`config.mk`:
```
export PLATFORM = sky130hd
export DESIGN_NAME = key_debounce
export DESIGN_NICKNAME = d
export VERILOG_FILES = /design/src/rtl/key_pkg.sv /design/src/rtl/key_channel.sv /design/src/rtl/key_debounce.sv
export SDC_FILE = /design/constraint.sdc
export NUM_CORES = 1
export LEC_CHECK = 0
export CAP_MARGIN = 20
export CORE_MARGIN = 2
export CORE_UTILIZATION = 57
export DETAILED_ROUTE_END_ITERATION = 7
export PLACE_DENSITY = 0.85
export SLEW_MARGIN = 5
export SYNTH_ARGS = -nofsm -noshare
export SYNTH_HDL_FRONTEND = slang
export SYNTH_SLANG_ARGS = --single-unit
```
`constraint.sdc`:
```
create_clock -name clk -period 2.4 [get_ports clk]
set_input_delay 0.36 -clock clk [delete_from_list [all_inputs] [get_ports clk]]
set_output_delay 0.36 -clock clk [all_outputs]
set_load 0.005 [all_outputs]
```
`src/rtl/key_pkg.sv`:
```
// Shared types and widths for the two-channel key conditioner.
package key_pkg;

    localparam int unsigned CNT_W = 32;

    typedef enum logic [1:0] {
        IDLE   = 2'd0,
        HOLD   = 2'd1,
        REPEAT = 2'd2
    } key_state_t;

endpackage

```
`src/rtl/key_channel.sv`:
```
// One key: two-flop synchroniser, debounce counter and press/repeat FSM.
// Exposes next-cycle level and strobe so the top can register and mask them.
module key_channel
    import key_pkg::*;
#(
    parameter logic [CNT_W-1:0] DEBOUNCE     = 32'd500000,
    parameter logic [CNT_W-1:0] REPEAT_DELAY = 32'd25000000,
    parameter logic [CNT_W-1:0] REPEAT_RATE  = 32'd5000000
) (
    input  logic clk,
    input  logic rst_n,
    input  logic i_key_n,
    output logic o_level_nxt_c,
    output logic o_pulse_c
);

    logic             r_sync1;
    logic             r_sync2;
    logic [CNT_W-1:0] r_dcnt;
    logic             r_level;
    logic [CNT_W-1:0] w_dcnt_nxt;
    logic             w_level_nxt;

    key_state_t       r_state;
    key_state_t       w_state_nxt;
    logic [CNT_W-1:0] r_rcnt;
    logic [CNT_W-1:0] w_rcnt_nxt;
    logic             w_pulse_nxt;

    // Level flips only after DEBOUNCE consecutive disagreeing cycles.
    always_comb begin
        w_level_nxt = r_level;
        w_dcnt_nxt  = '0;
        if (r_sync2 != r_level) begin
            if (r_dcnt == DEBOUNCE - CNT_W'(1)) begin
                w_level_nxt = r_sync2;
            end else begin
                w_dcnt_nxt = r_dcnt + CNT_W'(1);
            end
        end
    end

    always_ff @(posedge clk or negedge rst_n) begin
        if (!rst_n) begin
            r_sync1 <= 1'b1;
            r_sync2 <= 1'b1;
            r_dcnt  <= '0;
            r_level <= 1'b1;
        end else begin
            r_sync1 <= i_key_n;
            r_sync2 <= r_sync1;
            r_dcnt  <= w_dcnt_nxt;
            r_level <= w_level_nxt;
        end
    end

    always_ff @(posedge clk or negedge rst_n) begin
        if (!rst_n) begin
            r_state <= IDLE;
            r_rcnt  <= '0;
        end else begin
            r_state <= w_state_nxt;
            r_rcnt  <= w_rcnt_nxt;
        end
    end

    // FSM decides on the next level so the strobe lines up with the level edge.
    always_comb begin
        w_state_nxt = r_state;
        w_rcnt_nxt  = r_rcnt;
        w_pulse_nxt = 1'b0;
        case (r_state)
            IDLE: begin
                if (r_level && !w_level_nxt) begin
                    w_pulse_nxt = 1'b1;
                    w_rcnt_nxt  = '0;
                    w_state_nxt = HOLD;
                end
            end
            HOLD: begin
                if (w_level_nxt) begin
                    w_state_nxt = IDLE;
                end else if ((REPEAT_DELAY != '0) &&
                             (r_rcnt == REPEAT_DELAY - CNT_W'(1))) begin
                    w_pulse_nxt = 1'b1;
                    w_rcnt_nxt  = '0;
                    w_state_nxt = REPEAT;
                end else begin
                    w_rcnt_nxt = r_rcnt + CNT_W'(1);
                end
            end
            REPEAT: begin
                if (w_level_nxt) begin
                    w_state_nxt = IDLE;
                end else if (r_rcnt == REPEAT_RATE - CNT_W'(1)) begin
                    w_pulse_nxt = 1'b1;
                    w_rcnt_nxt  = '0;
                end else begin
                    w_rcnt_nxt = r_rcnt + CNT_W'(1);
                end
            end
            default: begin
                w_state_nxt = IDLE;
                w_rcnt_nxt  = '0;
            end
        endcase
    end

    assign o_level_nxt_c = w_level_nxt;
    assign o_pulse_c     = w_pulse_nxt;

endmodule

```
`src/rtl/key_debounce.sv`:
```
// Up/down key conditioner: debounced active-low levels plus press/repeat strobes.
// Up wins: a down strobe is dropped in any cycle where up_n reads 0.
module key_debounce
    import key_pkg::*;
#(
    parameter logic [CNT_W-1:0] DEBOUNCE     = 32'd500000,
    parameter logic [CNT_W-1:0] REPEAT_DELAY = 32'd25000000,
    parameter logic [CNT_W-1:0] REPEAT_RATE  = 32'd5000000
) (
    input  logic clk,
    input  logic rst_n,
    input  logic key_up_n,
    input  logic key_down_n,
    output logic up_n,
    output logic down_n,
    output logic up_pulse,
    output logic down_pulse
);

    logic w_up_level_nxt;
    logic w_up_pulse_nxt;
    logic w_dn_level_nxt;
    logic w_dn_pulse_nxt;

    logic r_up_n;
    logic r_down_n;
    logic r_up_pulse;
    logic r_down_pulse;

    key_channel #(
        .DEBOUNCE     (DEBOUNCE),
        .REPEAT_DELAY (REPEAT_DELAY),
        .REPEAT_RATE  (REPEAT_RATE)
    ) u_up (
        .clk           (clk),
        .rst_n         (rst_n),
        .i_key_n       (key_up_n),
        .o_level_nxt_c (w_up_level_nxt),
        .o_pulse_c     (w_up_pulse_nxt)
    );

    key_channel #(
        .DEBOUNCE     (DEBOUNCE),
        .REPEAT_DELAY (REPEAT_DELAY),
        .REPEAT_RATE  (REPEAT_RATE)
    ) u_down (
        .clk           (clk),
        .rst_n         (rst_n),
        .i_key_n       (key_down_n),
        .o_level_nxt_c (w_dn_level_nxt),
        .o_pulse_c     (w_dn_pulse_nxt)
    );

    // Mask uses up's next level, i.e. the up_n value visible alongside the strobe.
    always_ff @(posedge clk or negedge rst_n) begin
        if (!rst_n) begin
            r_up_n       <= 1'b1;
            r_down_n     <= 1'b1;
            r_up_pulse   <= 1'b0;
            r_down_pulse <= 1'b0;
        end else begin
            r_up_n       <= w_up_level_nxt;
            r_down_n     <= w_dn_level_nxt;
            r_up_pulse   <= w_up_pulse_nxt;
            r_down_pulse <= w_dn_pulse_nxt & w_up_level_nxt;
        end
    end

    assign up_n       = r_up_n;
    assign down_n     = r_down_n;
    assign up_pulse   = r_up_pulse;
    assign down_pulse = r_down_pulse;

endmodule

```
==> results of run 1 <==
[cells by family after synthesis]
kind of cell               share of synthesized area
AOI/OAI and AO/OA                              0.160
DFF                                            0.446
and+or+nand+nor                                0.280
muxes                                        0.00286
xor gates and xnor gates                      0.0623
buffers and inverters                         0.0300
adders and majority gates                     0.0191
[what timing repair did]
item / CTS / global route
setup endpoints to repair: 52 / 71
setup buffers: 5 / 11
hold buffers: 1 / 0
cloned: 0 / 12
gates resized for setup: 18 / 96
pin swaps: 5 / 28
endpoints found under the hold margin: 59 / 0
[per-stage QoR]
stage | setup slack (ps) | instance area [µm²]
floorplan | 6.29 | 7880
global route | -256 | 10600
CTS | -38.3 | 9870
finish | -263 | 10600
detailed placement | -275 | 9090
global placement | -170 | 9090
[worst reg2reg max path, stage by stage (launching register included)]
cell      delay [ps]
dfrtp_1          420
ha_2             260
nand4_1          250
nor4_4           440
nand2_2          120
buf_4            170
o211ai_4         240
nand2_4          110
buf_12           160
o41ai_2          370
[synthesized netlist by cell type, types with 13 or more instances]
master	number	share of area
dfrtp_1	134	0.43
o21ai_0	26	0.017
a21o_1	19	0.018
a22o_1	28	0.031
or4_1	13	0.012
clkbuf_1	15	0.0072
or3_1	14	0.011
xor2_1	34	0.038
nand4_1	26	0.021
xnor2_1	22	0.024
nor2_1	105	0.050
nand3_1	63	0.040
inv_1	28	0.013
nor4_1	20	0.016
and3_1	28	0.022
and4_1	13	0.014
a21oi_1	16	0.010
nor3_1	21	0.013
nand2_1	72	0.034
[flip-flops by register name, summed over array words and instances (netlist names)]
signal,cells
down_pulse,1
u_down.r_dcnt,32
u_down.r_level,1
u_down.r_rcnt,32
u_down.r_state,2
u_down.r_sync1,1
u_down.r_sync2,1
u_up.r_dcnt,32
u_up.r_level,1
u_up.r_rcnt,32
u_up.r_state,2
u_up.r_sync1,1
u_up.r_sync2,1
up_pulse,1
[path summary, 6_finish.rpt]
| check | startpoint | endpoint | slack, ps | cells past startpoint |
|---|---|---|---|---|
| worst max-delay path | u_up.r_dcnt[1]$_DFF_PN0_ | u_up.r_rcnt[28]$_DFFE_PN0P_ | -260 | 9 |
| worst max register to register | u_up.r_dcnt[1]$_DFF_PN0_ | u_up.r_rcnt[28]$_DFFE_PN0P_ | -260 | 9 |
| worst min register to register | u_down.r_sync1$_DFF_PN1_ | u_down.r_sync2$_DFF_PN1_ | 360 | 0 |
| max in group asynchronous | rst_n | u_up.r_sync1$_DFF_PN1_ | 1120 | 3 |
| worst min-delay path | key_down_n | u_down.r_sync1$_DFF_PN1_ | 340 | 1 |
| min in group asynchronous | rst_n | u_down.r_rcnt[30]$_DFFE_PN0P_ | 480 | 2 |
[power breakdown]
part           internal [µW]  leakage (µW)  switching [µW]
clock network           1760      0.000301            1130
registers               2370       0.00193            11.3
logic                   33.0       0.00235            81.5
[layout make-up]
cell class                 count  area, µm²
clock buffer                  17        425
clock inverter                15        213
fill                         760       2720
inverter                      28        105
multi-input combinational    657       4640
sequential                   140       3510
tap                          176        220
timing repair buffer         165       1520
[layer usage]
layer  up-vias  track usage
met5         -            0
met2       537        0.481
met1      3897        0.378
met4         0        0.105
li1       3473            -
met3       130       0.0646
==> results_dict.tcl, run 1 <==
set metrics [dict create \
    synth_edf_count 0 \
    final_common_cell "dfrtp_1" \
    drc_errors 0 \
    fin_ws_ps -263 \
    ys_seq_area_frac 0.446 \
    slew_headroom 0.599 \
    grt_pass1_vias 7211 \
    period_share 1.11 \
    drt-total-wl_mm 25.9 \
    finalHoldViolCount 0 \
    fin_setup_tns_ps -6150 \
    p_total_uw 5380 \
    place_inst 1137 \
    outcome "finished with violations" \
    globalplace.congestion 0.927 \
    yosys.cell_types.count 70 \
    layout_min_cycle_time_ps 2660 \
    crit_path_start_kind "flop" \
    synth_area_per_cell_um2 9.25 \
    rsz0062_at_grt "yes" \
    end_kind "flop" \
    postSynth.asyncResetShare 1.00 \
    worst_clock_skew_ps 9.82 \
    ant_nets 0 \
    required_ps 2710 \
    leakage_uw 0.00458 \
    area_growth_syn_to_layout_pct 35.0 \
    num_rows 42 \
    num_vias 8037 \
    hpwl_mm 13.4 \
    insertion_delay_ps 430 \
    final_layout_size_suffix_gt1_frac 0.281 \
    top_layer "met4" \
    die_h_um 122 \
    met1_length_mm 9.65 \
    crit_type "reg2reg" \
    cts_made_buffers 17 \
    path_buf_inv 2 \
    port_buffers 7 \
    arrival_ps 2970 \
    finalNonFillerCells 1198 \
    crit_fanout 5 \
    ios 8 \
    clock_path_buffers 2 \
    initial_core_util 0.590 \
    netlist_area_um2 7870 \
    finalMaxSlewViolations 0 \
    cts_root_buf "clkbuf_16" \
    dieArea_um2 14800 \
    wl_met3_mm 2.19 \
    crit_chain "ha_2 -> nand4_1 -> nor4_4 -> nand2_2 -> buf_4 -> o211ai_4 -> nand2_4 -> buf_12 -> o41ai_2" \
    max_slew.worst_pin.slew_ps 601 \
    clk_pin_slew_worst_paths_ps 70 \
    route.met2.wl_mm 12.8 \
    antenna_cells 0 \
    final_cell_mix "134 x dfrtp_1, 128 x buf_4, 103 x nor2_1, 70 x nand2_1, 61 x nand3_1" \
    whs_ps 340 \
    ir_drop_v 0.000527 \
    viasPerCell 6.71 \
    antenna_found_initial 0 \
    setup_viol_count_final 57 \
    ys_seq_elements 140 \
    violations "setup timing" \
    final_util 0.796 \
    tritoncts "built" \
    drt-initial-drc-count 1034 \
    synthFlopType "dfrtp_1" \
    worst_path_dominant_cell_family "simple AND/OR/NAND/NOR gates" \
    ctsHtreeMaxLevel 4 \
    nets 1025 \
    grt_pass1_wl_mm 34.4 \
    firstDrtPassIters 6 \
    wl_per_cell_um 21.6 \
    gr-total-overflow 0 \
    cap_violations 0 \
    clkSinkCount 140 \
    crit_slowest_cell "nor4_4" \
    track_usage 0.291 \
    worst_path_largest_cell_delay_ps 430 \
    min_path_type "in2reg" \
    synth_fp_nets 867 \
    power.density_nw_per_um2 507 \
    ys_warn_count 0 \
    grt_max_degree 64 \
    synth_cells 851 \
    fmax_mhz 376 \
    core_area_um2 13300 \
    die_w_um 122 \
]
(Power assumes the default switching activity.)
==> run 2: changes to the inputs <==
--- a/config.mk
+++ b/config.mk
@@ -6,11 +6,9 @@
 export NUM_CORES = 1
 export LEC_CHECK = 0
 export CAP_MARGIN = 20
-export CORE_MARGIN = 2
 export CORE_UTILIZATION = 57
 export DETAILED_ROUTE_END_ITERATION = 7
 export PLACE_DENSITY = 0.85
-export SLEW_MARGIN = 5
 export SYNTH_ARGS = -nofsm -noshare
 export SYNTH_HDL_FRONTEND = slang
 export SYNTH_SLANG_ARGS = --single-unit
==> results_dict.tcl, run 2 (synthesized netlist as in run 1, its figures left out) <==
set metrics [dict create \
    cap_violations 0 \
    worst_clock_skew_ps 10.7 \
    path_buf_inv 4 \
    finalHoldViolCount 0 \
    design_area_um2 10400 \
    worst_path_largest_cell_delay_ps 540 \
    drt-total-wl_mm 25.2 \
    fin_setup_tns_ps -1790 \
    antenna_cells 0 \
    regArea_um2 3510 \
    place_area_um2 8980 \
    area_growth_syn_to_layout_pct 32.5 \
    final_layout_size_suffix_gt1_frac 0.267 \
    finalMaxSlewViolations 0 \
    violations "setup timing" \
    post-place-ws_ps -152 \
    fin_ws_ps -123 \
    nFillCells 747 \
    required_ps 2720 \
    globalplace.congestion 0.904 \
    insertion_delay_ps 440 \
    drc_errors 0 \
    antenna_found_initial 0 \
    grt_pass1_wl_mm 34.7 \
    power.density_nw_per_um2 517 \
    crit_slowest_cell "nor4bb_1" \
    slew_headroom 0.605 \
    outcome "finished with violations" \
    setup_viol_count_final 39 \
    arrival_ps 2850 \
    cts_made_buffers 17 \
    layout_min_cycle_time_ps 2520 \
    max_slew.worst_pin.slew_ps 584 \
    whs_ps 334 \
    fmax_mhz 396 \
    crit_chain "buf_4 -> buf_4 -> nor4bb_1 -> nand4_1 -> o41ai_2 -> buf_4 -> a21oi_2 -> buf_6 -> and3_4 -> a221o_1" \
    cts_root_buf "clkbuf_16" \
    gr-total-overflow 0 \
    worst_path_dominant_cell_family "simple AND/OR/NAND/NOR gates" \
    hpwl_mm 13.2 \
    crit_top_cell "buf_4" \
    clk_pin_slew_worst_paths_ps 60 \
    crit_fanout 7 \
    min_path_type "in2reg" \
    die_w_um 120 \
    final_cell_mix "133 x dfrtp_1, 115 x buf_4, 103 x nor2_1, 72 x nand2_1, 58 x nand3_1" \
    crit_type "reg2reg" \
    viasPerCell 6.76 \
    rsz0062_at_grt "yes" \
    track_usage 0.306 \
    core_area_um2 13300 \
    dieArea_um2 14300 \
    nets 1013 \
    ios 8 \
    end_kind "flop" \
    firstDrtPassIters 8 \
    tritoncts "built" \
    crit_path_start_kind "flop" \
    clock_path_buffers 2 \
    ir_drop_v 0.000501 \
    grt_max_degree 51 \
    final_util 0.782 \
    num_rows 42 \
    leakage_uw 0.00452 \
    die_h_um 120 \
    num_vias 8019 \
    clkSinkCount 140 \
    ant_nets 0 \
    grt_pass1_vias 7228 \
    initial_core_util 0.590 \
    wl_per_cell_um 21.2 \
    drt-initial-drc-count 869 \
    ctsHtreeMaxLevel 4 \
    port_buffers 7 \
    period_share 1.05 \
    multi_input_area_um2 4590 \
    final_common_cell "dfrtp_1" \
]
## run 2: stage by stage
stage / total power [µW] / std cells
2_1_floorplan: 2460 / 851
3_3_place_gp: 2540 / 1124
3_5_place_dp: 2540 / 1124
4_1_cts: 5380 / 1163
5_1_grt: 5520 / 1186
6_report: 5390 / 1186
## run 2: what timing repair did
action,CTS,global route
resized for setup,23,87
setup endpoints to repair,51,72
hold buffers,1,0
endpoints found under the hold margin,41,0
gates cloned,3,5
pin swaps,10,34
buffers inserted,3,19
## run 2: report_power, final
group / total (µW) / switching, µW / internal, µW
sequential: 2390 / 12.3 / 2370
combinational: 121 / 82.7 / 38.8
clock: 2880 / 1130 / 1760
## run 2: worst paths after layout
| path | startpoint | endpoint | slack [ps] | depth (start not counted) |
|---|---|---|---|---|
| worst max register to register | u_down.r_rcnt[16]$_DFFE_PN0P_ | u_down.r_rcnt[4]$_DFFE_PN0P_ | -120 | 10 |
| worst max-delay path | u_down.r_rcnt[16]$_DFFE_PN0P_ | u_down.r_rcnt[4]$_DFFE_PN0P_ | -120 | 10 |
| worst min-delay path | key_down_n | u_down.r_sync1$_DFF_PN1_ | 330 | 1 |
| worst min register to register | u_down.r_sync1$_DFF_PN1_ | u_down.r_sync2$_DFF_PN1_ | 360 | 0 |
| max in group asynchronous | rst_n | u_up.r_level$_DFF_PN1_ | 1180 | 3 |
| min in group asynchronous | rst_n | u_up.r_rcnt[8]$_DFFE_PN0P_ | 420 | 2 |
## run 2: cell type report
class	instances	share of cell area
Clock buffer	17	0.0408
Clock inverter	15	0.0204
Inverter	28	0.0101
Multi-Input combinational cell	657	0.440
Sequential cell	140	0.337
Tap cell	176	0.0211
Timing Repair Buffer	153	0.131
## run 2: metal layers
layer	track usage	vias to the layer above	share of wire
met4	0.129	0	0.040
met2	0.513	528	0.50
met3	0.0599	132	0.080
met1	0.388	3912	0.38
li1	-	3447	-
met5	0	-	0
